--- config.mk ---
export PLATFORM = sky130hd
export DESIGN_NAME = id_ex_operand_stage
export DESIGN_NICKNAME = d
export VERILOG_FILES = /design/src/rtl/dlx_pkg.sv /design/src/rtl/fwd_mux.sv /design/src/rtl/id_ex_operand_stage.sv
export SDC_FILE = /design/constraint.sdc
export NUM_CORES = 1
export LEC_CHECK = 0
export BUFFER_PORTS_ARGS = -buffer_cell sky130_fd_sc_hd__buf_2
export CAP_MARGIN = 20
export CELL_PAD_IN_SITES_DETAIL_PLACEMENT = 0
export CELL_PAD_IN_SITES_GLOBAL_PLACEMENT = 2
export CORE_MARGIN = 4
export CORE_UTILIZATION = 28
export CTS_CLUSTER_SIZE = 8
export DETAILED_ROUTE_END_ITERATION = 8
export HOLD_SLACK_MARGIN = 0.05
export PLACE_DENSITY_LB_ADDON = 0.1
export SYNTH_ARGS = -nofsm -noshare
export SYNTH_HDL_FRONTEND = slang
export SYNTH_SLANG_ARGS = --single-unit
export TNS_END_PERCENT = 20
--- constraint.sdc ---
create_clock -name clk -period 5.2 [get_ports clk]
set_clock_uncertainty 0.2 [all_clocks]
set_input_delay 0.26 -clock clk [delete_from_list [all_inputs] [get_ports clk]]
set_output_delay 0.26 -clock clk [all_outputs]
set_load 0.05 [all_outputs]
--- src/rtl/dlx_pkg.sv ---
// Shared DLX pipeline definitions: datapath widths, ALU opcode encoding and
// the ID/EX stage-register payload.
package dlx_pkg;

  localparam int unsigned XLEN    = 32;
  localparam int unsigned RADDR_W = 5;
  localparam int unsigned OP_W    = 4;

  // r0 is hard-wired zero and is never a forwarding target
  localparam logic [RADDR_W-1:0] REG_ZERO = RADDR_W'(0);

  // ALU opcodes; 1011-1111 are reserved and carried through untouched
  localparam logic [OP_W-1:0] ALU_AND  = 4'b0000;
  localparam logic [OP_W-1:0] ALU_OR   = 4'b0001;
  localparam logic [OP_W-1:0] ALU_ADDU = 4'b0010;
  localparam logic [OP_W-1:0] ALU_ADD  = 4'b0011;
  localparam logic [OP_W-1:0] ALU_SUB  = 4'b0100;
  localparam logic [OP_W-1:0] ALU_SLT  = 4'b0101;
  localparam logic [OP_W-1:0] ALU_SLTU = 4'b0110;
  localparam logic [OP_W-1:0] ALU_SUBU = 4'b0111;
  localparam logic [OP_W-1:0] ALU_XOR  = 4'b1000;
  localparam logic [OP_W-1:0] ALU_SLL  = 4'b1001;
  localparam logic [OP_W-1:0] ALU_SRL  = 4'b1010;

  // ID/EX stage register; an all-zero value is a clean bubble
  typedef struct packed {
    logic               valid;
    logic [RADDR_W-1:0] rs1;
    logic [RADDR_W-1:0] rs2;
    logic [XLEN-1:0]    rs1_val;
    logic [XLEN-1:0]    rs2_val;
    logic [XLEN-1:0]    imm;
    logic               use_imm;
    logic [OP_W-1:0]    alu_op;
    logic [RADDR_W-1:0] rd;
    logic               reg_write;
    logic               mem_read;
    logic               mem_write;
  } id_ex_t;

endpackage

--- src/rtl/fwd_mux.sv ---
// Operand forwarding select for one source register.
// Ports: idx/reg_val = latched source index and regfile value;
//        exmem_* / memwb_* = forwarding sources; val_c = selected operand.
module fwd_mux
  import dlx_pkg::*;
(
  input  logic [RADDR_W-1:0] idx,
  input  logic [XLEN-1:0]    reg_val,
  input  logic [RADDR_W-1:0] exmem_rd,
  input  logic               exmem_reg_write,
  input  logic [XLEN-1:0]    exmem_result,
  input  logic [RADDR_W-1:0] memwb_rd,
  input  logic               memwb_reg_write,
  input  logic [XLEN-1:0]    memwb_result,
  output logic [XLEN-1:0]    val_c
);

  // Youngest producer wins; r0 always reads the register file
  always_comb begin
    val_c = reg_val;
    if (idx == REG_ZERO) begin
      val_c = reg_val;
    end else if (exmem_reg_write && (exmem_rd == idx)) begin
      val_c = exmem_result;
    end else if (memwb_reg_write && (memwb_rd == idx)) begin
      val_c = memwb_result;
    end
  end

endmodule

--- src/rtl/id_ex_operand_stage.sv ---
// ID/EX pipeline register with EX-side operand forwarding and load-use
// hazard detection. Drives the ALU operands (A, B, Op) and the EX/MEM
// control bundle.
// Ports: id_* = decoded instruction from ID; exmem_* / memwb_* = forwarding
//        sources; flush = kill instruction entering EX; hold = global freeze;
//        A/B/Op = ALU inputs; ex_* = stage outputs to EX/MEM;
//        stall_id = freeze PC and IF/ID (load-use).
module id_ex_operand_stage
  import dlx_pkg::*;
(
  input  logic               clk,
  input  logic               rst_n,
  input  logic               id_valid,
  input  logic [RADDR_W-1:0] id_rs1,
  input  logic [RADDR_W-1:0] id_rs2,
  input  logic               id_rs2_used,
  input  logic [XLEN-1:0]    id_rs1_val,
  input  logic [XLEN-1:0]    id_rs2_val,
  input  logic [XLEN-1:0]    id_imm,
  input  logic               id_use_imm,
  input  logic [OP_W-1:0]    id_alu_op,
  input  logic [RADDR_W-1:0] id_rd,
  input  logic               id_reg_write,
  input  logic               id_mem_read,
  input  logic               id_mem_write,
  input  logic [RADDR_W-1:0] exmem_rd,
  input  logic               exmem_reg_write,
  input  logic [XLEN-1:0]    exmem_result,
  input  logic [RADDR_W-1:0] memwb_rd,
  input  logic               memwb_reg_write,
  input  logic [XLEN-1:0]    memwb_result,
  input  logic               flush,
  input  logic               hold,
  output logic [XLEN-1:0]    A,
  output logic [XLEN-1:0]    B,
  output logic [OP_W-1:0]    Op,
  output logic               ex_valid,
  output logic [RADDR_W-1:0] ex_rd,
  output logic               ex_reg_write,
  output logic               ex_mem_read,
  output logic               ex_mem_write,
  output logic [XLEN-1:0]    ex_store_data,
  output logic               stall_id
);

  id_ex_t          stage_q;
  id_ex_t          stage_nxt;
  logic [XLEN-1:0] rs1_fwd_c;
  logic [XLEN-1:0] rs2_fwd_c;

  // Load in EX whose destination is read by the instruction in ID
  always_comb begin
    stall_id = 1'b0;
    if (!hold && id_valid && stage_q.valid && stage_q.mem_read &&
        (stage_q.rd != REG_ZERO) &&
        ((stage_q.rd == id_rs1) || (id_rs2_used && (stage_q.rd == id_rs2)))) begin
      stall_id = 1'b1;
    end
  end

  // Next stage contents: hold > flush > load-use bubble > capture
  always_comb begin
    stage_nxt = stage_q;
    if (hold) begin
      stage_nxt = stage_q;
    end else if (flush || stall_id || !id_valid) begin
      stage_nxt = '0;
    end else begin
      stage_nxt.valid     = 1'b1;
      stage_nxt.rs1       = id_rs1;
      stage_nxt.rs2       = id_rs2;
      stage_nxt.rs1_val   = id_rs1_val;
      stage_nxt.rs2_val   = id_rs2_val;
      stage_nxt.imm       = id_imm;
      stage_nxt.use_imm   = id_use_imm;
      stage_nxt.alu_op    = id_alu_op;
      stage_nxt.rd        = id_rd;
      stage_nxt.reg_write = id_reg_write;
      stage_nxt.mem_read  = id_mem_read;
      stage_nxt.mem_write = id_mem_write;
    end
  end

  // Stage register
  always_ff @(posedge clk) begin
    if (!rst_n) begin
      stage_q <= '0;
    end else begin
      stage_q <= stage_nxt;
    end
  end

  fwd_mux u_fwd_rs1 (
    .idx             (stage_q.rs1),
    .reg_val         (stage_q.rs1_val),
    .exmem_rd        (exmem_rd),
    .exmem_reg_write (exmem_reg_write),
    .exmem_result    (exmem_result),
    .memwb_rd        (memwb_rd),
    .memwb_reg_write (memwb_reg_write),
    .memwb_result    (memwb_result),
    .val_c           (rs1_fwd_c)
  );

  fwd_mux u_fwd_rs2 (
    .idx             (stage_q.rs2),
    .reg_val         (stage_q.rs2_val),
    .exmem_rd        (exmem_rd),
    .exmem_reg_write (exmem_reg_write),
    .exmem_result    (exmem_result),
    .memwb_rd        (memwb_rd),
    .memwb_reg_write (memwb_reg_write),
    .memwb_result    (memwb_result),
    .val_c           (rs2_fwd_c)
  );

  // ALU operands and EX/MEM bundle
  assign A             = rs1_fwd_c;
  assign B             = stage_q.use_imm ? stage_q.imm : rs2_fwd_c;
  assign Op            = stage_q.alu_op;
  assign ex_store_data = rs2_fwd_c;
  assign ex_valid      = stage_q.valid;
  assign ex_rd         = stage_q.rd;
  assign ex_reg_write  = stage_q.reg_write;
  assign ex_mem_read   = stage_q.mem_read;
  assign ex_mem_write  = stage_q.mem_write;

endmodule

==> impl_metrics.toml, run 1 <==
[clock_network]
h-tree-depth = 4
cts_resized = 0
cts-buffers-inserted = 17
cts.clk_slew.worst_paths_ns = 0.06
cts.sinks = 120
cts_tree = "yes"
clk_latency_ns = 0.41
cts-root-buf = "clkbuf_16"
clockBufferDepth = 2

[timing]
hold_viol = 0
tightestPinTransition_ns = 1.15
rsz0062_at_grt = "no"
fin_setup_tns_ns = 0
finalSetupViolCount = 0
post-route-period-util = 0.764
fmax_ghz = 0.252
min_period_ns = 3.97
slew_viol_final = 0
timing.max_slew.rel_slack = 0.233

[synthesis]
synthFlopType = "dfxtp_1"
synth_edf_count = 0
post-synth-top-area-cell = "dfxtp_1"
ys_seq_area_frac = 0.371
synth_seq_cells = 120
post-synth-top-count-cell = "dfxtp_1"
ys_async_sr_fraction = 0
yosys_warnings = 0
synth_common_cells = "dfxtp_1, a22o_1, inv_1"
syn_avg_cell_area_sq_um = 8.62
synth_cells = 751
synth.area.top_cells = "dfxtp_1, a22o_1, a32oi_1"
synth_top_area_frac = 0.371
syn_nets = 952
netlist_area_sq_um = 6470
yosysUniqueCellTypes = 34

[global_route]
grt_pass1_vias = 7826
overflow = 0
grt_max_degree = 81
grt_first_pass_wirelength_microns = 45300
grt.total_usage = 0.223
antenna_found_initial = 7

[cells_and_area]
syn2layout_area_growth_pct = 51.5
drive_gt1_frac = 0.321
finalNetCount = 1321
antenna_cells = 0
multi_input_area_sq_um = 3420
fillerInstances = 2395
seqCellArea_sq_um = 2400

[power]
max-vdd-ir-drop_uv = 139
p_per_area_nw_per_um2 = 258
p_total_mw = 2.52
p_leak_nw = 4.30

[critical_path]
required_ns = 4.74
end_kind = "output port"
critPathMaxFanout = 33
critical_path_class = "reg -> out"
cp_data_arrival_time_ns = 3.51
setup.worst_path.start_class = "register"

[die]
die-area_sq_um = 25600
die_h_microns = 160
initial_core_util = 0.285
coreArea_sq_um = 22700
rows = 55
die_x_microns = 160
ioPinCount = 311

[route]
num_vias = 7436
ant_nets = 0
drcViolationCount = 0
via_per_inst = 5.24
wl_per_cell_microns = 20.8
drt_first_pass_iters = 4
totalWireLength_microns = 29500
drt-initial-drc-count = 364

[placement]
io_buffers = 310
post-dp-hpwl_microns = 21300
gp_congestion = 0.826

[run]
max_cap_viol_count = 0

[hold_path]
hold_class = "reg -> reg"

[run_status]
outcome = "completed"
-- worst max-delay path, cell delays in order, from the launching register on --
cell and delay [ns]:
dfxtp_1 0.35, or4_4 0.56, nor2_4 0.38, or3_1 0.20
buf_4 0.35, and2_1 0.37, buf_4 0.36, o2bb2ai_1 0.17
buf_2 0.29
-- cell families after synthesis --
kind of cell              count (synthesis)  synth area share
buffers and inverters                   156             0.104
DFF                                     120             0.371
xor gates and xnor gates                 30            0.0406
and+or+nand+nor                         161             0.133
AOI/OAI and AO/OA                       284             0.352
-- through the flow --
step	instance area (sq um)	hold slack (ns)	util	std cells	setup slack (ns)
2_1_floorplan	6470	0.193	-	751	2.33
3_3_place_gp	8070	0.253	0.355	1267	1.75
3_5_place_dp	8070	0.254	0.355	1267	1.68
4_1_cts	9800	0.273	0.432	1418	1.21
5_1_grt	9800	0.285	0.432	1418	1.05
6_report	9800	0.276	0.432	1418	1.23
-- what timing repair did --
action,4_1_cts,5_1_grt
setup buffers,0,0
endpoints found under the hold margin,119,0
endpoints found under the setup margin,0,0
hold buffers,119,0
-- report_power, final --
part / switching, mW / total [mW] / internal, mW
clock: 0.460 / 1.11 / 0.647
combinational: 0.265 / 0.457 / 0.191
sequential: 0.0181 / 0.961 / 0.943
-- path summary, 6_finish.rpt --
check                                          startpoint  slack, ns  depth (start not counted)                        to
worst max register to register      ex_rd[0]$_SDFFE_PN0N_       3.04                          6  stage_q[48]$_SDFFE_PN0N_
worst min register to register         Op[0]$_SDFFE_PN0N_       0.28                          1        Op[0]$_SDFFE_PN0N_
worst min-delay path                   Op[0]$_SDFFE_PN0N_       0.28                          1        Op[0]$_SDFFE_PN0N_
worst max-delay path            stage_q[109]$_SDFFE_PN0N_       1.23                          8         ex_store_data[30]
-- flip-flops by register name, summed over array words and instances (netlist names) --
name	cells
ex_mem_write	1
ex_mem_read	1
ex_rd	5
ex_reg_write	1
ex_valid	1
Op	4
stage_q	107
-- per-layer routing --
layer | vias up | global-route usage | wire [microns]
met4 | 14 | 0.0567 | 440
met2 | 250 | 0.398 | 14800
met3 | 37 | 0.0643 | 1880
met1 | 3560 | 0.264 | 12300
li1 | 3575 | - | -
met5 | - | 0 | 80
-- cell usage in the layout, fill, tap and decap left out, types with 2 or more instances in the layout --
cell,Yosys,layout
o21ai_0,32,32
clkbuf_8,0,3
buf_2,20,310
or2_2,3,3
or3_1,2,2
clkinv_4,0,2
clkinvlp_4,0,4
dlygate4sd3_1,0,119
nor3_1,34,34
xor2_1,4,4
and2_1,3,2
inv_1,64,64
o2bb2ai_1,32,32
clkbuf_1,53,2
nand4_1,25,25
xnor2_1,26,26
clkbuf_16,0,17
nand2_1,39,38
nand3_1,12,12
clkinv_2,0,3
nor2_1,4,3
a22o_1,119,119
o221ai_1,32,32
nor2b_1,33,33
a32oi_1,32,32
dfxtp_1,120,119
a31oi_1,32,32
buf_4,10,13
-- cell type report --
class,instances,area share
Timing Repair Buffer,442,0.290
Inverter,64,0.0245
Multi-Input combinational cell,475,0.348
Tap cell,285,0.0364
Sequential cell,120,0.245
Clock buffer,22,0.0484
Clock inverter,10,0.00728
Power figures use the tool's default switching activity.
==> inputs of run 2 (changes only) <==
Settings changed: CORE_UTILIZATION 28 to 23.
Clock period 5.2 ns to 3.4 ns, I/O delays scaled along.
==> run 2 against run 1 <==
Net effect: power rose by 62%; non-clock buffer count is 4 higher; register-to-register slack worse by 1.7 ns; utilization is 6.9 points lower; first-iteration DRC count fell by 36%; largest power group unchanged.
==> impl_metrics.toml, run 2 (synthesized netlist as in run 1, its figures left out) <==
[placement]
io_buffers = 310
gp_congestion = 0.801
post-dp-hpwl_microns = 23900
pre_cts_ws_ns = 0.617

[critical_path]
critical_path_class = "reg -> out"
r2r_cells = 6
required_ns = 3.03
r2r_slack_ns = 1.30
end_kind = "output port"
cp_data_arrival_time_ns = 2.83
reg2reg_from = "ex_rd[2]$_SDFFE_PN0N_"
setup.worst_path.start_class = "register"
r2r-end = "stage_q[47]$_SDFFE_PN0N_"
critPathMaxFanout = 32

[clock_network]
cts-buffers-inserted = 17
clockBufferDepth = 2
cts.clk_slew.worst_paths_ns = 0.07
h-tree-depth = 4
cts_resized = 0
clk_latency_ns = 0.42
cts_tree = "yes"
cts-root-buf = "clkbuf_16"
cts.sinks = 120

[die]
die-area_sq_um = 30900
ioPinCount = 311
die_h_microns = 176
rows = 61
initial_core_util = 0.233
coreArea_sq_um = 27800
die_x_microns = 176

[route]
num_vias = 7358
drt_first_pass_iters = 4
totalWireLength_microns = 32800
via_per_inst = 4.85
wl_per_cell_microns = 21.6
ant_nets = 0
drcViolationCount = 0
drt-initial-drc-count = 233

[timing]
post-route-period-util = 0.940
hold_viol = 0
fin_setup_tns_ns = 0
fmax_ghz = 0.313
timing.final.ws_setup_ns = 0.204
finalSetupViolCount = 0
slew_viol_final = 0
min_period_ns = 3.20
timing.max_slew.rel_slack = 0.466
tightestPinTransition_ns = 0.801
hold_slack_ns = 0.132
rsz0062_at_grt = "no"

[hold_path]
holdPathEnd = "ex_rd[1]$_SDFFE_PN0N_"
hold_class = "in -> reg"
hold_start = "hold"
holdPathStages = 3

[global_route]
use_met3 = 0.0489
use_met1 = 0.235
busiest_layer = "met2"
grt_first_pass_wirelength_microns = 48700
grt_pass1_vias = 8110
grt_max_degree = 99
antenna_found_initial = 4
grt_use_met2 = 0.372
overflow = 0
grt.total_usage = 0.207

[power]
max-vdd-ir-drop_uv = 284
p_leak_nw = 4.36
p_per_area_nw_per_um2 = 405

[run]
max_cap_viol_count = 0

[cells_and_area]
finalNetCount = 1325
drive_gt1_frac = 0.324
largest_register_ffs = 107
final_cell_mix = "buf_2, dfxtp_1, a22o_1, dlygate4sd3_1, inv_1"
layout_commonest_cell = "buf_2"
syn2layout_area_growth_pct = 55.7
largest_register = "stage_q"

[run_status]
outcome = "completed"
-- run 2: cell types whose count changed in the layout (fill, tap and decap cells not counted) --
cell       previous run  this run
buf_12                0         5
buf_4                13        12
bufinv_16             0         3
clkbuf_8              3         0
inv_6                 1         2
clkinv_4              2         4
clkbuf_1              2         1
clkinv_2              3         0
diode_2               0         2
-- run 2: layout make-up --
class	instances	area, sq um
clock buffer	18	429
inverter	64	240
multi-input combinational	475	3420
timing repair buffer	446	2930
fill	3040	17700
sequential	120	2400
antenna	2	5.00
tap	378	473
clock inverter	13	173
-- run 2: how the worst max path moves through the flow --
stage	startpoint	endpoint	depth (start not counted)
floorplan	stage_q[113]$_SDFFE_PN0N_	B[10]	6
global placement	stage_q[109]$_SDFFE_PN0N_	B[24]	6
detailed placement	stage_q[109]$_SDFFE_PN0N_	B[28]	6
CTS	stage_q[109]$_SDFFE_PN0N_	B[28]	6
global route	stage_q[114]$_SDFFE_PN0N_	A[14]	7
finish	stage_q[109]$_SDFFE_PN0N_	B[8]	6
-- run 2: what timing repair did --
item / in CTS / in global routing
endpoints found under the hold margin: 119 / 0
hold buffers: 119 / 0
endpoints found under the setup margin: 0 / 0
buffers inserted: 0 / 0
-- run 2: metal layers --
metal,share of wire,routed length [microns]
met3,0.056,1840
met2,0.50,16500
met4,0.035,1160
met1,0.40,13300
met5,0.0010,34
-- run 2: through the flow --
stage	total power [mW]	cells	util	instance area, sq um
floorplan	1.84	751	-	6470
finish	4.08	1516	0.363	10100
global route	4.25	1515	0.362	10100
detailed placement	2.11	1364	0.298	8270
CTS	4.15	1514	0.362	10100
global placement	2.11	1364	0.298	8270
-- run 2: power breakdown --
group	total (mW)	switching (mW)	internal, mW
combinational	0.716	0.418	0.298
sequential	1.47	0.0288	1.44
clock	1.90	0.739	1.16
total	4.08	1.19	2.90
-- run 2: critical path: stages (launching register included) --
cell and delay (ns):
dfxtp_1 0.36, or4_4 0.56, nor2_4 0.14, buf_4 0.28
or2_2 0.57, o21ai_0 0.21, buf_2 0.26
